File: src/rtl/shift_register_universal.sv
// Universal N-bit shift register: load, logical/arithmetic shift, rotate by a variable amount.
// Optional self-timed serialiser compiled in with SHIFT_REGISTER_UNIVERSAL_SERIALIZER_EN.
module shift_register_universal #(
   parameter int unsigned N  = 8,
   parameter int unsigned AW = $clog2(N)
) (
   input  logic          clk,
   input  logic          reset_n,
   input  logic [2:0]    ctrl,
   input  logic [AW-1:0] amt,
   input  logic [N-1:0]  data,
   input  logic          ser_in,
   input  logic          start,
   output logic [N-1:0]  q_reg,
   output logic          ser_out,
   output logic          busy,
   output logic          done
);

   logic [N-1:0]   op_q_c;
   logic [2*N-1:0] wide_c;
   logic           amt_ge_n_c;
   logic [AW-1:0]  rot_amt_c;
   logic           fill_c;

   // Parallel operation result; out-of-range amounts saturate shifts and wrap rotates
   always_comb begin
      amt_ge_n_c = (32'(amt) >= N);
      rot_amt_c  = amt_ge_n_c ? AW'(32'(amt) - N) : amt;
      wide_c     = '0;
      fill_c     = ser_in;
      op_q_c     = q_reg;
      case (ctrl)
         3'd1, 3'd6: begin
            fill_c = (ctrl == 3'd6) ? q_reg[N-1] : ser_in;
            wide_c = {{N{fill_c}}, q_reg} >> amt;
            op_q_c = amt_ge_n_c ? {N{fill_c}} : wide_c[N-1:0];
         end
         3'd2: begin
            wide_c = {q_reg, {N{ser_in}}} << amt;
            op_q_c = amt_ge_n_c ? {N{ser_in}} : wide_c[2*N-1:N];
         end
         3'd3: op_q_c = data;
         3'd4: begin
            wide_c = {q_reg, q_reg} >> rot_amt_c;
            op_q_c = wide_c[N-1:0];
         end
         3'd5: begin
            wide_c = {q_reg, q_reg} << rot_amt_c;
            op_q_c = wide_c[2*N-1:N];
         end
         3'd7:    op_q_c = '0;
         default: op_q_c = q_reg;
      endcase
   end

   assign ser_out = q_reg[N-1];

`ifdef SHIFT_REGISTER_UNIVERSAL_SERIALIZER_EN
   localparam int unsigned CW = $clog2(N);

   typedef enum logic [1:0] {S_IDLE, S_SHIFT, S_DONE} state_t;

   state_t        state, state_nxt_c;
   logic [CW-1:0] cnt, cnt_nxt_c;
   logic [N-1:0]  q_nxt_c;

   always_ff @(posedge clk or negedge reset_n) begin
      if (!reset_n) state <= S_IDLE;
      else          state <= state_nxt_c;
   end

   always_comb begin
      state_nxt_c = state;
      case (state)
         S_IDLE:  if (start) state_nxt_c = S_SHIFT;
         S_SHIFT: if (cnt == CW'(N - 1)) state_nxt_c = S_DONE;
         S_DONE:  state_nxt_c = S_IDLE;
         default: state_nxt_c = S_IDLE;
      endcase
   end

   // Start beats ctrl in IDLE; SHIFT and DONE ignore ctrl entirely
   always_comb begin
      q_nxt_c   = q_reg;
      cnt_nxt_c = cnt;
      case (state)
         S_IDLE: begin
            if (start) begin
               q_nxt_c   = data;
               cnt_nxt_c = '0;
            end else begin
               q_nxt_c = op_q_c;
            end
         end
         S_SHIFT: begin
            q_nxt_c   = {q_reg[N-2:0], ser_in};
            cnt_nxt_c = cnt + CW'(1);
         end
         default: q_nxt_c = q_reg;
      endcase
   end

   always_ff @(posedge clk or negedge reset_n) begin
      if (!reset_n) begin
         q_reg <= '0;
         cnt   <= '0;
         busy  <= 1'b0;
         done  <= 1'b0;
      end else begin
         q_reg <= q_nxt_c;
         cnt   <= cnt_nxt_c;
         busy  <= (state_nxt_c == S_SHIFT);
         done  <= (state_nxt_c == S_DONE);
      end
   end
`else
   logic unused_start;
   assign unused_start = start;

   always_ff @(posedge clk or negedge reset_n) begin
      if (!reset_n) q_reg <= '0;
      else          q_reg <= op_q_c;
   end

   assign busy = 1'b0;
   assign done = 1'b0;
`endif

endmodule

File: config.mk
export PLATFORM = sky130hd
export DESIGN_NAME = shift_register_universal
export DESIGN_NICKNAME = d
export VERILOG_FILES = /design/src/rtl/shift_register_universal.sv
export SDC_FILE = /design/constraint.sdc
export NUM_CORES = 1
export LEC_CHECK = 0
export BUFFER_PORTS_ARGS = -buffer_cell sky130_fd_sc_hd__buf_2
export CORE_UTILIZATION = 41
export DETAILED_ROUTE_END_ITERATION = 8
export SYNTH_ARGS = -nofsm -noshare
export SYNTH_HDL_FRONTEND = slang
export SYNTH_SLANG_ARGS = --single-unit
File: constraint.sdc
create_clock -name clk -period 1.7 [get_ports clk]
set_clock_uncertainty 0.2 [all_clocks]
set_input_delay 0.255 -clock clk [delete_from_list [all_inputs] [get_ports clk]]
set_output_delay 0.255 -clock clk [all_outputs]
set_load 0.005 [all_outputs]
==> metrics.txt, run 1 <==
outcome finished with violations; failing checks negative setup slack; clock power share 0.175; crit path cell chain mux4_2, nand2_2, a21oi_2, nor4_2, a311oi_1; final worst-path cycle share 1.11; sequential share of power 0.213; # clock sinks 8; setup repair after global routing missed its margin true; first-pass GRT wire length 9.03 mm; R2R setup slack -0.19 ns; WP data required between 1.5 and 2 ns; Final Hold Violating Endpoints 0; total CTS buffers 3; final setup violating endpoints 8; Seq cells post-synth 8; CTS root buffer clkbuf_8; final worst setup slack -0.194 ns; cell count after synthesis 203; Die Area approximately 4000 sq um; CP Buf/Inv Count 0; reg2reg start q_reg[3]; Core Area 3440 sq um; Area Growth Syn to Fin 46.1%; CP Data Arrival Time 1.75 ns; Slew HR 0.586; vias in the first global route 1,830; Hold Path Stages 3; Max Cap Viol 0; Tmin final 1.89 ns; Worst setup SP type register; GRT Residual Overflow 0; Peak VDD IR 0.259 mV; layout cell share with drive strength beyond 1 0.493; Starting Density 0.441; initial antenna violation count 0; top cell type's share of synthesized area 0.132; Via density around 6.1; worst hold start data[1]; crit path kind reg -> reg; largest net degree at the start of global routing 20; CTS Buffer Depth 2; Max Freq 528 MHz; top cells by area, synth dfrtp_1 (13%), a21oi_1 (5.9%), mux2i_1 (5.9%), mux4_2 (5.9%), o21ai_0 (5.3%); min-delay worst type in -> reg; Slew Viols, Final 0; synthesized cell area 1520 sq um; Total GRT Usage 0.294; Warnings, synthesis 0; sw frac 0.397; CP max stage cell mux4_2; largest incremental delay on the critical path ~0.53 ns; Synth area leader dfrtp_1; count leader, synth a21oi_1; # IOs 29; Die Y 62.9 um; Least-Margin Pin Slew 0.615 ns; Final GP Congestion 0.933; DP Area 1970 sq um; predominant post-synthesis flop cell dfrtp_1; clk_lat worst skew 0.23 ns; routed vias 1,949; synth unique cells 52; sequential fraction of the synthesis area 0.132; residual DRC count 0; CTS tree done; Die Width between 60 and 70 um; Combinational Power Share 0.612; RR Endpoint q_reg[2]; NetSw 550 uW; First DRT Iteration DRCs 167; H-tree levels 1; Worst Path Max Fanout 8; CP endpoint kind register; Design Area, Final 2220 sq um; cell family with most CP delay multiplexers; Reg clk slew, reported paths 0.05 ns; Pint 834 uW; number of synthesized flops with an enable pin 0; power density cells 624 nW/um^2; list of most frequent post-synthesis cells a21oi_1 (18), nor2_1 (17), nand2_1 (16), o21ai_0 (16), mux2i_1 (9); post-route setup TNS -1.07 ns; diode count 0; synthesized area per cell 7.48 sq um; FP Rows 21; Static Leak 0.000960 uW; asr flop ratio synth 1.00; Avg WL per Cell 17.8 um; hpwl dp 4.26 mm; Initial DRT Pass Iterations 5; port buffer count 25; final net count 294; Final ANT Viol Nets 0; Reg2Reg Depth 5; total wire length 5.70 mm
==> how the worst max path moves through the flow <==
stage	slack (ns)	end	startpoint	cells past startpoint
CTS	-0.18	q_reg[7]	q_reg[6]	4
global route	-0.25	q_reg[2]	register	6
global placement	-0.21	q_reg[7]	q_reg[3]	4
finish	-0.19	q_reg[2]	q_reg[3]	5
detailed placement	-0.26	q_reg[2]	amt[1]	6
floorplan	-0.12	q_reg[7]	q_reg[3]	5
==> worst min-delay path: cells and delay by family <==
kind	cells	cell delay, ns
AO/OA/AOI/OAI	2	0.15
buffers and inverters	1	0.08
==> cell usage in the layout (no fill, tap or decap), drive strengths merged, types with 6 or more instances in the layout <==
cell type  netlist  routed
mux4             6       6
buf             17      90
mux2i            9       9
o21ai           16      16
dfrtp            8       8
nand2           16      16
a21oi           18      18
a31oi            7       7
nor3             6       6
mux2             6       6
nor2            17      17
==> cell type report <==
cell class              instances  area [sq um]
well taps                      46          57.6
inverters                       6          22.5
repair buffers                 91           634
fillers                       319          1220
clock buffers                   3          41.3
multi-input cells             166          1260
flip-flops and latches          8           208
==> routing by layer <==
metal | vias to the layer above | track usage | share of wire
li1 | 912 | - | -
met1 | 902 | 0.407 | 0.42
met2 | 123 | 0.461 | 0.46
met3 | 12 | 0.0438 | 0.098
met4 | 0 | 0.102 | 0.022
met5 | - | 0 | 0
==> cell families after synthesis <==
family,after synthesis,synth area share
AOI/OAI and AO/OA,77,0.334
buffers and inverters,30,0.106
DFF,8,0.132
muxes,21,0.198
other,1,0.00247
and+or+nand+nor,66,0.227
==> power groups by stage <==
stage | Clock [uW] | Sequential [uW] | Combinational [uW]
5_1_grt | 257 | 300 | 907
4_1_cts | 242 | 292 | 793
6_report | 242 | 295 | 848
3_3_place_gp | 0 | 290 | 689
2_1_floorplan | 0 | 266 | 407
3_5_place_dp | 0 | 291 | 693
==> through the flow <==
step / util / total power [uW] / hold WS (ns) / cells / setup slack (ns)
floorplan: - / 672 / -0.241 / 204 / -0.120
global placement: 0.573 / 978 / -0.0831 / 305 / -0.213
detailed placement: 0.573 / 984 / -0.0740 / 305 / -0.258
CTS: 0.625 / 1330 / 0.0883 / 318 / -0.178
global route: 0.645 / 1460 / 0.0960 / 320 / -0.251
finish: 0.645 / 1380 / 0.101 / 320 / -0.194
==> timing repair <==
item                                    4_1_cts  5_1_grt
setup buffers                                 9        4
hold endpoints to repair                      8        0
pin swaps                                    11       15
hold buffers                                  1        0
gates resized for setup                      19       19
endpoints found under the setup margin        8        8
No activity file was read; power rests on OpenSTA's default activity.
==> run 2: changes to the inputs <==
- CORE_UTILIZATION: 41 -> 51
- PLACE_DENSITY: unset -> 0.77
==> metrics.txt, run 2 (synthesis results as in run 1) <==
Total GRT Usage 0.345; crit path kind reg -> reg; cell family with most CP delay compound AO/OA/AOI/OAI gates; Area Growth Syn to Fin 37.2%; GRT Residual Overflow 0; Seq. cell area 209 sq um; setup repair after global routing missed its margin true; CP max stage cell mux4_2; Max Cap Viol 0; # IOs 29; commonest cells after routing, fill and taps aside buf_4 (51), buf_2 (24), nor2_1 (17), a21oi_1 (17), nand2_1 (15); Design Area, Final around 2100 sq um; CP endpoint kind register; CTS root buffer clkbuf_4; WP data required 1.67 ns; Starting Density 0.546; CTS tree done; Static Leak 0.000893 uW; routed vias 2,004; residual DRC count 0; H-tree levels 1; DP Area about 1900 sq um; total wire length 5.45 mm; failing checks negative setup slack; Place WS -0.295 ns; CP Buf/Inv Count 0; Avg WL per Cell 18.6 um; Core Area ~2800 sq um; post-route setup TNS -0.772 ns; initial antenna violation count 0; Worst Path Max Fanout 7; Final ANT Viol Nets 0; crit path cell chain mux4_2, a211o_1, a31oi_2, a211oi_2; total CTS buffers 3; Max Freq 541 MHz; clk_lat worst skew 0.29 ns; First DRT Iteration DRCs about 250; vias in the first global route about 1,800; Worst setup SP type register; power density cells 596 nW/um^2; CP Data Arrival Time 1.82 ns; Reg clk slew, reported paths 0.08 ns; Pwr Total 1240 uW; outcome finished with violations; Slew Viols, Final 0; Final GP Congestion 0.988; FP Rows 19; post-layout util 0.749; min-delay worst type in -> reg; Die Width 56.6 um; Via density ~6.8; commonest non-fill, non-tap cell in the layout buf_4; final worst setup slack -0.149 ns; Final Hold Violating Endpoints 0; reg2reg start q_reg[6]; Initial DRT Pass Iterations 5; # clock sinks 8; R2R setup slack -0.15 ns; largest incremental delay on the critical path 0.53 ns; CTS Buffer Depth 2; Peak VDD IR 0.476 mV; hpwl dp 3.90 mm; fill count ~210; area of the multi-input gates 1240 sq um; largest net degree at the start of global routing 20; Tmin final 1.85 ns; Die Y 56.6 um; layout cell share with drive strength beyond 1 0.462; critical path depth 4; port buffer count 25; first-pass GRT wire length 8.51 mm; Hold Path Stages 3; RR Endpoint q_reg[7]; final setup violating endpoints 8; Reg2Reg Depth 4; final net count 282; worst hold start data[1]; Die Area 3200 sq um; final worst-path cycle share 1.09; diode count 0
## run 2: where the power goes
part | switching (uW) | internal (uW)
combinational | 368 | 398
sequential | 69.7 | 228
clock | 96.3 | 82.2
total | 534 | 708
## run 2: worst max-delay path by stage
stage / start / endpoint
4_1_cts: q_reg[6] / q_reg[7]
5_1_grt: q_reg[3] / q_reg[7]
3_3_place_gp: amt[1] / q_reg[2]
2_1_floorplan: q_reg[3] / q_reg[7]
3_5_place_dp: amt[1] / q_reg[2]
6_report: q_reg[6] / q_reg[7]
## run 2: layout make-up
cell class | instances | share of cell area
flip-flops and latches | 8 | 0.100
well taps | 31 | 0.0186
clock buffers | 3 | 0.0108
multi-input cells | 166 | 0.595
repair buffers | 79 | 0.265
inverters | 6 | 0.0108
## run 2: stage by stage
stage	std cells	hold slack, ns
4_1_cts	293	0.0348
3_3_place_gp	286	-0.0821
5_1_grt	293	0.0707
3_5_place_dp	286	-0.0798
2_1_floorplan	204	-0.241
6_report	293	0.0354
## run 2: repair_timing
action,4_1_cts,5_1_grt
setup endpoints to repair,8,8
hold buffers,1,0
resized for setup,17,16
setup buffers,3,0
hold endpoints to repair,8,0
pin swaps,10,12
## run 2: per-layer routing
metal  part of all wire  vias to the layer above  GRT usage
met5                  0                        -          0
met2               0.46                      153      0.513
li1                   -                      885          -
met1               0.39                      937      0.490
met3               0.11                       29     0.0438
met4              0.037                        0      0.167
## run 2: worst min-delay path: cells and delay by family
| family | cells | cell delay [ns] |
|---|---|---|
| AO/OA/AOI/OAI | 2 | 0.14 |
| buffers and inverters | 1 | 0.08 |
